===== src/rtl/fuzz_mix_pkg.sv =====
// Shared constants for the fuzz_mix pipeline: result width extension and signature LFSR parameters.
package fuzz_mix_pkg;

  localparam int          Y_EXTRA   = 3;
  localparam logic [31:0] SIG_RESET = 32'hFFFF_FFFF;
  // Feedback taps at bits 31, 21, 1 and 0.
  localparam logic [31:0] SIG_TAPS  = 32'h8020_0003;

  function automatic logic [31:0] sig_step(input logic [31:0] s, input logic [31:0] d);
    return {s[30:0], ^(s & SIG_TAPS)} ^ d;
  endfunction

endpackage


===== src/rtl/fuzz_mix_core.sv =====
// Combinational evaluation of t5..t8 and packing into y = {t6, t7, t8}.
module fuzz_mix_core
  import fuzz_mix_pkg::*;
#(
  parameter int W = 11
) (
  input  logic [W-1:0]         in0_i,
  input  logic [W-1:0]         in1_i,
  input  logic signed [W-1:0]  in2_i,
  input  logic [W-1:0]         in3_i,
  input  logic signed [W-1:0]  in4_i,
  output logic [W+Y_EXTRA-1:0] y_o
);

  logic [W-1:0] t5_s;
  logic [W-1:0] sel_s;
  logic [W-1:0] t6_s;
  logic [1:0]   t7_s;
  logic         t8_s;

  // Operand mixing; signedness of in2/in4 only matters for zero tests, which it does not affect.
  always_comb begin
    t5_s  = in3_i >> 3'd3;
    sel_s = $unsigned(in4_i) | (in1_i ^ in0_i);
    if (sel_s == {W{1'b0}}) begin
      t6_s = ~(t5_s ^ in1_i);
    end else begin
      t6_s = in1_i >> 2'd2;
    end
    if (in2_i != {W{1'b0}}) begin
      t7_s = {1'b0, t5_s[3]};
    end else begin
      t7_s = t5_s[3:2];
    end
    t8_s = (t5_s == {W{1'b0}});
  end

  assign y_o = {t6_s, t7_s, t8_s};

endmodule


===== src/rtl/fuzz_mix_pipe.sv =====
// Valid/ready pipeline around fuzz_mix_core with handshake counter.
// Optional running signature enabled by macro FUZZ_MIX_SIG_EN.
module fuzz_mix_pipe
  import fuzz_mix_pkg::*;
#(
  parameter int W     = 11,
  parameter int DEPTH = 2,
  parameter int CNT_W = 16
) (
  input  logic                 clk,
  input  logic                 rst,
  input  logic                 in_valid,
  output logic                 in_ready,
  input  logic [W-1:0]         in0,
  input  logic [W-1:0]         in1,
  input  logic signed [W-1:0]  in2,
  input  logic [W-1:0]         in3,
  input  logic signed [W-1:0]  in4,
  output logic                 out_valid,
  input  logic                 out_ready,
  output logic [W+Y_EXTRA-1:0] y,
  output logic [CNT_W-1:0]     count,
  output logic [31:0]          sig
);

  localparam int YW = W + Y_EXTRA;

  logic [YW-1:0]    core_y_s;
  logic [DEPTH-1:0] vld_q, vld_d;
  logic [YW-1:0]    dat_q [DEPTH];
  logic [YW-1:0]    dat_d [DEPTH];
  logic [CNT_W-1:0] count_q, count_d;
  logic             stall_s;
  logic             out_hs_s;

  fuzz_mix_core #(.W(W)) u_core (
    .in0_i (in0),
    .in1_i (in1),
    .in2_i (in2),
    .in3_i (in3),
    .in4_i (in4),
    .y_o   (core_y_s)
  );

  assign stall_s   = vld_q[DEPTH-1] & ~out_ready;
  assign out_hs_s  = vld_q[DEPTH-1] & out_ready;
  assign in_ready  = ~rst & ~stall_s;
  assign out_valid = vld_q[DEPTH-1];
  assign y         = dat_q[DEPTH-1];
  assign count     = count_q;

  // Stage advance: whole pipeline shifts unless the output is stalled.
  always_comb begin
    vld_d   = vld_q;
    dat_d   = dat_q;
    count_d = count_q;
    if (!stall_s) begin
      vld_d[0] = in_valid;
      dat_d[0] = core_y_s;
      for (int i = 1; i < DEPTH; i++) begin
        vld_d[i] = vld_q[i-1];
        dat_d[i] = dat_q[i-1];
      end
    end else begin
      vld_d = vld_q;
      dat_d = dat_q;
    end
    if (out_hs_s) begin
      count_d = count_q + CNT_W'(1);
    end else begin
      count_d = count_q;
    end
  end

  // Pipeline and counter registers.
  always_ff @(posedge clk) begin
    if (rst) begin
      vld_q   <= {DEPTH{1'b0}};
      count_q <= {CNT_W{1'b0}};
      for (int i = 0; i < DEPTH; i++) begin
        dat_q[i] <= {YW{1'b0}};
      end
    end else begin
      vld_q   <= vld_d;
      dat_q   <= dat_d;
      count_q <= count_d;
    end
  end

`ifdef FUZZ_MIX_SIG_EN
  logic [63:0] y_ext_s;
  logic [31:0] sig_q, sig_d;

  assign y_ext_s = 64'(dat_q[DEPTH-1]);
  assign sig     = sig_q;

  // Signature advances once per output handshake.
  always_comb begin
    sig_d = sig_q;
    if (out_hs_s) begin
      sig_d = sig_step(sig_q, y_ext_s[31:0]);
    end else begin
      sig_d = sig_q;
    end
  end

  // Signature register.
  always_ff @(posedge clk) begin
    if (rst) begin
      sig_q <= SIG_RESET;
    end else begin
      sig_q <= sig_d;
    end
  end
`else
  assign sig = 32'h0000_0000;
`endif

endmodule


===== config.mk =====
export PLATFORM = sky130hd
export DESIGN_NAME = fuzz_mix_pipe
export DESIGN_NICKNAME = d
export VERILOG_FILES = /design/src/rtl/fuzz_mix_pkg.sv /design/src/rtl/fuzz_mix_core.sv /design/src/rtl/fuzz_mix_pipe.sv
export SDC_FILE = /design/constraint.sdc
export NUM_CORES = 1
export LEC_CHECK = 0
export CAP_MARGIN = 20
export CORE_UTILIZATION = 40
export DETAILED_ROUTE_END_ITERATION = 10
export GPL_TIMING_DRIVEN = 0
export PLACE_DENSITY = 0.82
export SYNTH_ARGS = -nofsm -noshare
export SYNTH_HDL_FRONTEND = slang
export SYNTH_SLANG_ARGS = --single-unit

===== constraint.sdc =====
create_clock -name clk -period 1.85 [get_ports clk]
set_input_delay 0.2775 -clock clk [delete_from_list [all_inputs] [get_ports clk]]
set_output_delay 0.2775 -clock clk [all_outputs]
set_load 0.03 [all_outputs]

==> results.md <==
* Syn. warnings at 0
* Wire length per cell at ~11 um
* Worst-path clk slew at approximately 0.080 ns
* ANT cells at 0
* Finished Cell Area at 0.00367 mm^2
* Die W at about 80 um
* CP endpoint kind: register
* H-tree levels at 2
* Layout overhead on the synthesized area at 52.2%
* Total grt overflow at 0
* Gpl congestion at ~0.75
* Global-route wire length before repair at around 8800 um
* CP Launch Type: primary input
* Syn_area_per_cell at ~8.3 um^2
* Nets at about 480
* Port Buffers at 87
* Synth top area share at 0.382
* Max IR drop VDD at about 0.32 mV
* Peak Freq at about 570 MHz
* Syn Inst Count at 290
* Final setup violation count at 0
* CP max FO at 5
* Fin. max-slew vios at 0
* Seq/Total Area, Yosys at 0.382
* Pin count of the biggest net entering global routing at 15
* Number of buffers created by CTS at 5
* Max_cap viols at 0
* P per Cell Area at between 600 and 700 mW/mm^2
* Top FF cell, synth: dfxtp_1
* Status: completed
* PnR Total Power at 2240 uW
* Clock sinks at between 40 and 50
* Seq cells post-synth at between 40 and 50
* Worst path arrival time at approximately 1.9 ns
* Cell Area, Placed at roughly 0.0035 mm^2
* Vias at ~2,200
* Min cycle time layout at ~1.8 ns
* DPL Wire Length at approximately 4300 um
* Worst-case clock skew at ~0.0070 ns
* Ys async rst share at 0
* Number of global-route vias before repair at 2,053
* Wirelength, routed at approximately 5500 um
* Pleak at around 0.0015 uW
* Die height at ~80 um
* GRT Util Overall at 0.179
* CTS max path bufs at 2
* Post-synth top area cell: dfxtp_1
* Row cnt at 27
* Initial Utilization at 0.425
* TritonCTS clock tree: done
* Layout Utilization at 0.647
* Initial antenna violation count at 0
* Worst-Skew Late Latency at about 0.3 ns
* Drt initial violations at 105
* Synth top area cells: dfxtp_1 38%, buf_4 14%, xnor2_1 9.4%, nand2_1 7.5%, nor2_1 4.2%
* Core ar. at roughly 0.0057 mm^2
* IO Pins at roughly 120
* Worst path required time at between 2 and 2.5 ns
* First-pass detailed-route iteration total at 4
* Min-Delay Path Class: in2reg
* CP Class: in2reg
* Root Driver: clkbuf_8
* Period utilisation layout at 0.948
* Top-count cell post-synth: nand2_1
* Synth Cell Area at 0.00241 mm^2
* DRC errors left at 0
* Vias per std cell at roughly 4.5
* Die area at ~0.0063 mm^2
* Post-route ant nets at 0
* Share of cells above drive strength 1 at 0.162
* Post-synth top cells: 48 x nand2_1, 46 x buf_4, 46 x dfxtp_1
* Final hold violation count at 0
* Distinct cells, synth at 30
* Number of flops mapped to enable cells by yosys at 0
-- power by group --
part,switching [uW],internal (uW)
combinational,234,233
clock,330,403
sequential,18.4,1020
total,582,1650
-- cell families (layout without fill, tap and decap cells) --
logic type	Yosys count	count (layout)	share of synthesized area
and+or+nand+nor	109	109	0.213
buffers and inverters	60	158	0.168
DFF	46	46	0.382
xor gates and xnor gates	34	34	0.123
AOI/OAI and AO/OA	30	30	0.0700
muxes	9	9	0.0373
adders and majority gates	1	1	0.00519
other	1	32	0.00155
-- metal layers --
metal  wire [um]  up-vias  track usage  share of wire
met5           0        -            0              0
met4          51        0       0.0600         0.0092
met3         351        5       0.0286          0.064
met2        2790       91        0.326           0.51
met1        2320      990        0.209           0.42
li1            -     1138            -              -
-- worst paths after layout --
| kind | end | start | slack, ns | depth (start not counted) |
|---|---|---|---|---|
| worst min-delay path | dat_q[19] | in1[4] | 0.40 | 3 |
| worst min register to register | y[12] | y[12] | 0.46 | 2 |
| worst max register to register | count[15] | count[3] | 0.25 | 5 |
| worst max-delay path | dat_q[21] | in1[3] | 0.1 | 7 |
-- critical path, cell delays in order --
cell and delay [ns]:
clkdlybuf4s50_1 0.55, xnor2_1 0.13, nand4_1 0.15, nor4_4 0.35
buf_6 0.18, mux2i_1 0.21, o21ai_1 0.09
-- area by class of cell --
class,count,area [um^2]
Fill cell,505,2000
Multi-Input combinational cell,215,1220
Clock inverter,2,37.5
Sequential cell,46,922
Inverter,5,18.8
Timing Repair Buffer,90,918
Tap cell,72,90.1
Buffer,55,387
Clock buffer,6,72.6
-- metrics by stage --
step	hold WS (ns)	setup TNS (ns)	std cells	worst slack, ns
6_report	0.395	0	491	0.0965
3_5_place_dp	0.445	-3.33	480	-0.586
4_1_cts	0.460	0	489	0.0307
2_1_floorplan	0.418	0	321	0.193
5_1_grt	0.425	-0.00922	491	-0.00922
3_3_place_gp	0.439	-3.46	480	-0.577
-- state kept, by name, summed over array words and instances, names as in the netlist --
name and count:
y 14, dat_q 14, vld_q 2, count 16
-- repair_timing --
item,4_1_cts,5_1_grt
endpoints found under the hold margin,0,0
setup endpoints to repair,3,10
buffers inserted,1,1
hold buffers,0,0
cloned,0,1
pin swaps,1,6
resized for setup,6,15
-- cells in the final DEF, fill, tap and decap left out, drive strengths merged --
cell type      instances
clkdlybuf4s50         74
buf                   52
nand2                 48
dfxtp                 46
conb                  32
nor2                  27
xnor2                 26
a21oi                 18
clkbuf                12
dlymetal6s2s          11
nor4                  11
mux2i                  9
nand4                  8
xor2                   8
nand3                  7
o21ai                  7
inv                    5
nand2b                 2
and3                   2
a22oi                  2
nor3                   2
a211oi                 2
and4                   1
nor2b                  1
o311ai                 1
ha                     1
bufinv                 1
clkinvlp               1
dlygate4sd2            1
clkdlybuf4s15          1
(Power assumes the default switching activity.)
